[config.mk]
export PLATFORM = sky130hd
export DESIGN_NAME = riscv_dp_wb_arb
export DESIGN_NICKNAME = d
export VERILOG_FILES = /design/src/rtl/riscv_dp_wb_arb.sv
export SDC_FILE = /design/constraint.sdc
export NUM_CORES = 1
export LEC_CHECK = 0
export ABC_AREA = 1
export CAP_MARGIN = 30
export CORE_ASPECT_RATIO = 1.75
export CORE_UTILIZATION = 52
export CTS_CLUSTER_SIZE = 12
export DETAILED_ROUTE_END_ITERATION = 16
export PLACE_DENSITY_LB_ADDON = 0.1
export REMOVE_ABC_BUFFERS = 1
export SETUP_SLACK_MARGIN = 0.5
export SLEW_MARGIN = 20
export SYNTH_ARGS = -nofsm -noshare
export SYNTH_HDL_FRONTEND = slang
export SYNTH_SLANG_ARGS = --single-unit
[constraint.sdc]
create_clock -name iclk -period 3.45 [get_ports iclk]
set_clock_uncertainty 0.15 [all_clocks]
set_input_delay 0.5175 -clock iclk [delete_from_list [all_inputs] [get_ports iclk]]
set_output_delay 0.5175 -clock iclk [all_outputs]
set_load 0.03 [all_outputs]
[src/rtl/riscv_dp_wb_arb.sv]
// Writeback arbiter: merges pipeline writes and buffered long-latency results onto one
// registered register-file write port, and tracks registers with pending long-latency writes.
module riscv_dp_wb_arb #(
    parameter int unsigned MP_DATA_WIDTH = 32,
    parameter int unsigned MP_ADDR_WIDTH = 5,
    parameter int unsigned MP_FIFO_DEPTH = 2
) (
    input  logic                                 iclk,
    input  logic                                 irst,
    input  logic                                 ipwen,
    input  logic [MP_ADDR_WIDTH-1:0]             ipa,
    input  logic [MP_DATA_WIDTH-1:0]             ipwdata,
    input  logic                                 ilvalid,
    input  logic [MP_ADDR_WIDTH-1:0]             ila,
    input  logic [MP_DATA_WIDTH-1:0]             ilwdata,
    output logic                                 olready,
    input  logic                                 iissue_valid,
    input  logic [MP_ADDR_WIDTH-1:0]             iissue_rd,
    input  logic [MP_ADDR_WIDTH-1:0]             ia1,
    input  logic [MP_ADDR_WIDTH-1:0]             ia2,
    output logic                                 obusy1,
    output logic                                 obusy2,
    output logic                                 owen3,
    output logic [MP_ADDR_WIDTH-1:0]             oa3,
    output logic [MP_DATA_WIDTH-1:0]             owdata3,
    output logic [$clog2(MP_FIFO_DEPTH):0]       ocount
);

    localparam int unsigned LP_PTR_W = $clog2(MP_FIFO_DEPTH);
    localparam int unsigned LP_CNT_W = LP_PTR_W + 1;
    localparam int unsigned LP_NREG  = 2 ** MP_ADDR_WIDTH;
    localparam logic [LP_CNT_W-1:0] LP_FULL = LP_CNT_W'(MP_FIFO_DEPTH);

    logic [MP_ADDR_WIDTH-1:0] r_fifo_a [MP_FIFO_DEPTH];
    logic [MP_DATA_WIDTH-1:0] r_fifo_d [MP_FIFO_DEPTH];
    logic [LP_PTR_W-1:0]      r_wr_ptr;
    logic [LP_PTR_W-1:0]      r_rd_ptr;
    logic [LP_CNT_W-1:0]      r_count;
    logic [LP_NREG-1:0]       r_busy;
    logic                     r_wen3;
    logic [MP_ADDR_WIDTH-1:0] r_a3;
    logic [MP_DATA_WIDTH-1:0] r_wdata3;

    logic                     w_ready;
    logic                     w_push;
    logic                     w_pipe;
    logic                     w_pop;
    logic [MP_ADDR_WIDTH-1:0] w_head_a;
    logic [MP_DATA_WIDTH-1:0] w_head_d;

    // Readiness comes from registered occupancy only, so a full buffer never pops through.
    assign w_ready  = (r_count < LP_FULL);
    assign w_push   = ilvalid && w_ready && (ila != '0);
    assign w_pipe   = ipwen && (ipa != '0);
    assign w_pop    = !w_pipe && (r_count != '0);
    assign w_head_a = r_fifo_a[r_rd_ptr];
    assign w_head_d = r_fifo_d[r_rd_ptr];

    always_ff @(posedge iclk) begin
        if (w_push) begin
            r_fifo_a[r_wr_ptr] <= ila;
            r_fifo_d[r_wr_ptr] <= ilwdata;
        end
    end

    always_ff @(posedge iclk) begin
        if (irst) begin
            r_wr_ptr <= '0;
            r_rd_ptr <= '0;
            r_count  <= '0;
            r_busy   <= '0;
            r_wen3   <= 1'b0;
            r_a3     <= '0;
            r_wdata3 <= '0;
        end else begin
            if (w_pipe) begin
                r_wen3   <= 1'b1;
                r_a3     <= ipa;
                r_wdata3 <= ipwdata;
            end else if (w_pop) begin
                r_wen3   <= 1'b1;
                r_a3     <= w_head_a;
                r_wdata3 <= w_head_d;
                r_rd_ptr <= r_rd_ptr + LP_PTR_W'(1);
            end else begin
                r_wen3   <= 1'b0;
            end

            if (w_push) begin
                r_wr_ptr <= r_wr_ptr + LP_PTR_W'(1);
            end

            case ({w_push, w_pop})
                2'b10:   r_count <= r_count + LP_CNT_W'(1);
                2'b01:   r_count <= r_count - LP_CNT_W'(1);
                default: r_count <= r_count;
            endcase

            // The issue set is written last so it overrides a same-edge pop clear.
            if (w_pop) begin
                r_busy[w_head_a] <= 1'b0;
            end
            if (iissue_valid && (iissue_rd != '0)) begin
                r_busy[iissue_rd] <= 1'b1;
            end
        end
    end

    assign olready = w_ready;
    assign obusy1  = (ia1 != '0) && r_busy[ia1];
    assign obusy2  = (ia2 != '0) && r_busy[ia2];
    assign owen3   = r_wen3;
    assign oa3     = r_a3;
    assign owdata3 = r_wdata3;
    assign ocount  = r_count;

endmodule

Word-level counts from Yosys, hierarchy flattened
Memory sizes are Yosys's and may differ from the RTL's. A register that Yosys moved wholly into a read port is not among the register bits.
Cells that the tools add are included.

storage, ports and cells
  flip-flop bits (word level) = 74
  memory bits (writable) = 74
  input port bits = 94
  output and inout bits = 43
  word-level logic and storage cells = 69
  memories = 2

memories
  memory    depth  width  read ports  clocked after memory_dff  wr ports  RTL line  source
  r_fifo_d  2      32     1           1                         1         35        logic [MP_DATA_WIDTH-1:0] r_fifo_d [MP_FIFO_DEPTH];
  r_fifo_a  2      5      1           1                         1         34        logic [MP_ADDR_WIDTH-1:0] r_fifo_a [MP_FIFO_DEPTH];

operators by class
  $add $sub $neg = 4
  $lt $le $gt $ge = 7
  equality and inequality tests = 2
  mux-type cells = 24
  bitwise logic cells = 4
  reductions and logical operators = 19

operators with widths
  operator                                              number
  two-way mux 32 bit                                    5
  bitwise AND 32 bit                                    1
  inverter 32 bit                                       1
  bitwise OR 32 bit                                     1
  nonzero test 5 bit                                    5
  < comparator 5 x 6 -> 1 bit (second input constant)   4
  two-way mux 1 bit                                     12
  binary-select mux 1 bit (select 5 bit)                2
  demux 1 bit (select 5 bit)                            2
  >= comparator 5 x 1 -> 1 bit (second input constant)  2
  two-way mux 5 bit                                     2
  logical AND 1 bit                                     9
  nonzero test 2 bit                                    3
  one-hot mux 2 bit (2 select lines)                    1
  adder 1 bit (second input constant)                   2
  adder 2 x 1 -> 2 bit (second input constant)          1
  == test 2 x 1 -> 1 bit (second input constant)        1
  == test 2 bit (second input constant)                 1
  < comparator 2 bit (second input constant)            1
  AND reduction 2 bit                                   1
  subtractor 2 x 1 -> 2 bit (second input constant)     1
  zero test 1 bit                                       1
  inverter 1 bit                                        1

Depth between registers and ports, before layout
  depth in word-level cells = 10
  mapped depth = 12
  mapped depth without buffers = 10

Worst setup path after synthesis
OpenSTA, ideal clock, no wires.

  path type = reg2reg
  start = reg r_count[1] (netlist: ocount[1])
  end = mem r_fifo_a[0][0], enable pin
  arrival = 2.527 ns
  required time = 2.869 ns
  slack = 0.342 ns
  cell stages (with the launch flop) = 4
  cell sequence = dfxtp_1 -> inv_1 -> nand3_1 -> nor2_1

on the way
  word-level cells in the longest chain between the ends = 5

RTL lines
  element                                  RTL line  source
  from (decl)                              38        logic [LP_CNT_W-1:0] r_count;
  from (signal assigned)                   94        2'b10: r_count <= r_count + LP_CNT_W'(1);
  from (signal assigned)                   95        2'b01: r_count <= r_count - LP_CNT_W'(1);
  from (signal assigned)                   96        default: r_count <= r_count;
  < comparator 2 bit                       52        assign w_ready = (r_count < LP_FULL);
  net olready                              16        output logic olready,
  logical AND 1 bit (2 in a row)           53        assign w_push = ilvalid && w_ready && (ila != '0);
  two-way mux 1 bit                        60        if (w_push) begin
  two-way mux 1 bit (not written as such)  61        r_fifo_a[r_wr_ptr] <= ila;
  to (decl)                                34

The timed path passes the listed nets, and every way through them passes these cells.

Final worst setup path
  start = in ia1[0]
  end = out obusy1

on the way
  word-level cells in the longest chain between the ends = 3
  elaborated cells on any way between the ends = 4

RTL lines
  element                                  RTL line  source
  from (decl)                              19        input logic [MP_ADDR_WIDTH-1:0] ia1,
  binary-select mux 1 bit (select 5 bit)   110       assign obusy1 = (ia1 != '0) && r_busy[ia1];
  two-way mux 1 bit (not written as such)  110
  logical AND 1 bit (*)                    110
  to (decl)                                21        output logic obusy1,

Every way passes the cells marked *; elsewhere a longest branch is shown, timed or not. The select of a mux whose other input is x is not followed.

==> flow_summary.ini <==
[hold_path]
holdCritPathClass = register to register

[timing]
fmax_mhz = 372
rsz0062_at_grt = no
drv_slew = 0
hold_viol_final = 0
relSlewSlack = 0.374
period_share = 0.778
min_period_ns = 2.69
fin_setup_tns_ns = 0
setup_viol = 0
worst_pin_slew_ns = 0.936

[layout]
nets = 1119
layout-drive-gt1-share = 0.0762
multi_input_area_um2 = 2760
num-fill-cells = 1104
area_growth_pct = 28.8
post-route-cell-area_um2 = 9070
diodes = 0
seq_area_um2 = 3720

[floorplanning]
die_h_um = 156
initial_core_util = 0.538
boundaryPins = 137
die_w_um = 90.0
dieArea_um2 = 14000
fp.coreArea_um2 = 13100
row_count = 55

[place]
gp_congestion = 0.949
io_buffers = 136
dpl_cell_area_um2 = 8460
dp_hpwl_mm = 13.3

[detailed_routing]
vias_per_cell = 5.17
drc = 0
drt_pre_antenna_iters = 5
wl_per_cell_um = 15.8
num_vias = 6249
drt-initial-drc-count = 333
ant_nets = 0
routed_wl_mm = 19.1

[grt]
overflow = 0
grt_pass1_wl_mm = 30.2
antenna_found_initial = 0
track_usage = 0.281
grt_pass1_vias = 6293
grt_max_degree = 58

[setup_path]
cp_top_family = buffers and inverters
crit_required_ns = 2.78
crit_type = input port to output port
worstPathMaxFanout = 17
arrival_ns = 2.02
critical_path.max_stage_delay_ns = 0.49
startpoint_type = input port
cp_slowest_cell = clkdlybuf4s50_1
critPathBufInv = 4
crit_path_frequent_cell = nand2_1
critPathCaptureType = output port
path_cells = clkdlybuf4s50_1 > inv_2 > nand2_1 > nand3_1 > nand2_1 > nand2_1 > nand2_1 > inv_1 > nand2_1 > nand2_1 > nand2_1 > dlymetal6s2s_1

[clock_network]
postCtsHoldBufs = 0
clk_pin_slew_ns = 0.07
ctsHtreeMaxLevel = 4
clkSinkCount = 149
cts.path.max_buffers = 2
cts_root_buffer = clkbuf_16
cts_resized = 3
cts_setup_buffers = 0
numCtsBuffers = 17
clock_latency_ns = 0.42
cts_tree = built

[synthesis]
async_reset_ff_frac = 0
synth-main-ff-cell = dfxtp_1
ys_seq_area_frac = 0.529
yosysWarnings = 0
yosysMostFrequentCell = nand2_1
syn_inst = 898
synth_top_area_cell = edfxtp_1
yosysUniqueCellTypes = 29
ys_ff_latch = 149
yosys-top-cells-area = edfxtp_1, dfxtp_1, nand2_1
synth-edff-count = 74
synth_commonest_cells = nand2_1, nor2_1, dfxtp_1
yosysTopAreaCellShare = 0.316
avgSynthCellArea_um2 = 7.84
syn-cell-area_um2 = 7040

[power]
irDropWorstVdd_mv = 0.423
power_density_nw_per_um2 = 639
p_leak_nw = 3.69

[outcome]
status = complete, no violations

[flow_run]
cap_violations = 0
-- flip-flops by register name, indices dropped and copies added, names as in the netlist, named ones only --
register  count
oa3           5
ocount        2
owdata3      32
owen3         1
r_busy       32
r_fifo_a     10
r_fifo_d     64
r_rd_ptr      1
r_wr_ptr      1
-- power breakdown --
part / internal (W) / total [W] / switching (W)
clock: 0.00110 / 0.00189 / 0.000788
sequential: 0.00212 / 0.00225 / 0.000132
combinational: 0.000568 / 0.00166 / 0.00109
total: 0.00378 / 0.00580 / 0.00201
-- kinds of logic (layout without fill, tap and decap cells) --
| kind of cell | Yosys count | count (layout) | synth area share |
|---|---|---|---|
| adders and majority gates | 1 | 1 | 0.00178 |
| xor gates and xnor gates | 1 | 1 | 0.00124 |
| muxes | 10 | 10 | 0.0142 |
| and+or+nand+nor | 512 | 512 | 0.298 |
| buffers and inverters | 123 | 262 | 0.0809 |
| DFF | 149 | 149 | 0.529 |
| AOI/OAI and AO/OA | 102 | 102 | 0.0754 |
-- cell usage in the layout (no fill, tap or decap), types with 3 or more instances in the layout --
master and instances:
inv_1 74, edfxtp_1 74, o21ai_0 8, nor3_1 5, nor2_4 3, nand4_1 3, nor2_1 101, clkdlybuf4s50_1 131
nand2_2 11, nand2_1 324, nand3_1 55, inv_2 9, nand3_2 8, inv_6 8, o21ai_1 31, buf_4 8
a21oi_1 55, mux2i_1 10, dfxtp_1 74, clkbuf_16 17
-- layer usage --
metal,vias to the layer above,track usage,share of wire
met5,-,0,0
met4,0,0.176,0.053
met3,53,0.0619,0.047
met2,186,0.544,0.55
met1,2892,0.265,0.35
li1,3118,-,-
-- worst register-to-register path: cells and delay by family (launching register included) --
kind / cells / cell delay [ns]
and+or+nand+nor: 5 / 0.76
DFF: 1 / 0.68
buffers and inverters: 1 / 0.41
AOI/OAI and AO/OA: 2 / 0.19
-- metrics by stage --
step	hold slack, ns	setup WS, ns	total power, W	util	instances
floorplan	0.283	0.342	0.00324	-	859
global placement	0.282	0.257	0.00391	0.647	1176
detailed placement	0.293	0.242	0.00394	0.647	1176
CTS	0.304	0.414	0.00582	0.693	1208
global route	0.331	0.667	0.00606	0.694	1208
finish	0.310	0.765	0.00580	0.694	1208
-- final timing paths --
path / start / endpoint / slack, ns / cells after the start
max: ia1[0] / obusy1 / 0.76 / 12
min: r_busy[6] / r_busy[6] / 0.31 / 2
max reg2reg: register / r_busy[8] / 1.11 / 8
min reg2reg: r_busy[6] / r_busy[6] / 0.31 / 2
-- final cells by class --
type | instances | area share
multi-input combinational | 626 | 0.304
clock buffer | 17 | 0.0469
sequential | 149 | 0.411
inverter | 84 | 0.0350
clock inverter | 15 | 0.0201
tap | 171 | 0.0236
timing repair buffer | 146 | 0.159
Note: power is estimated with default switching activity, not from simulation.
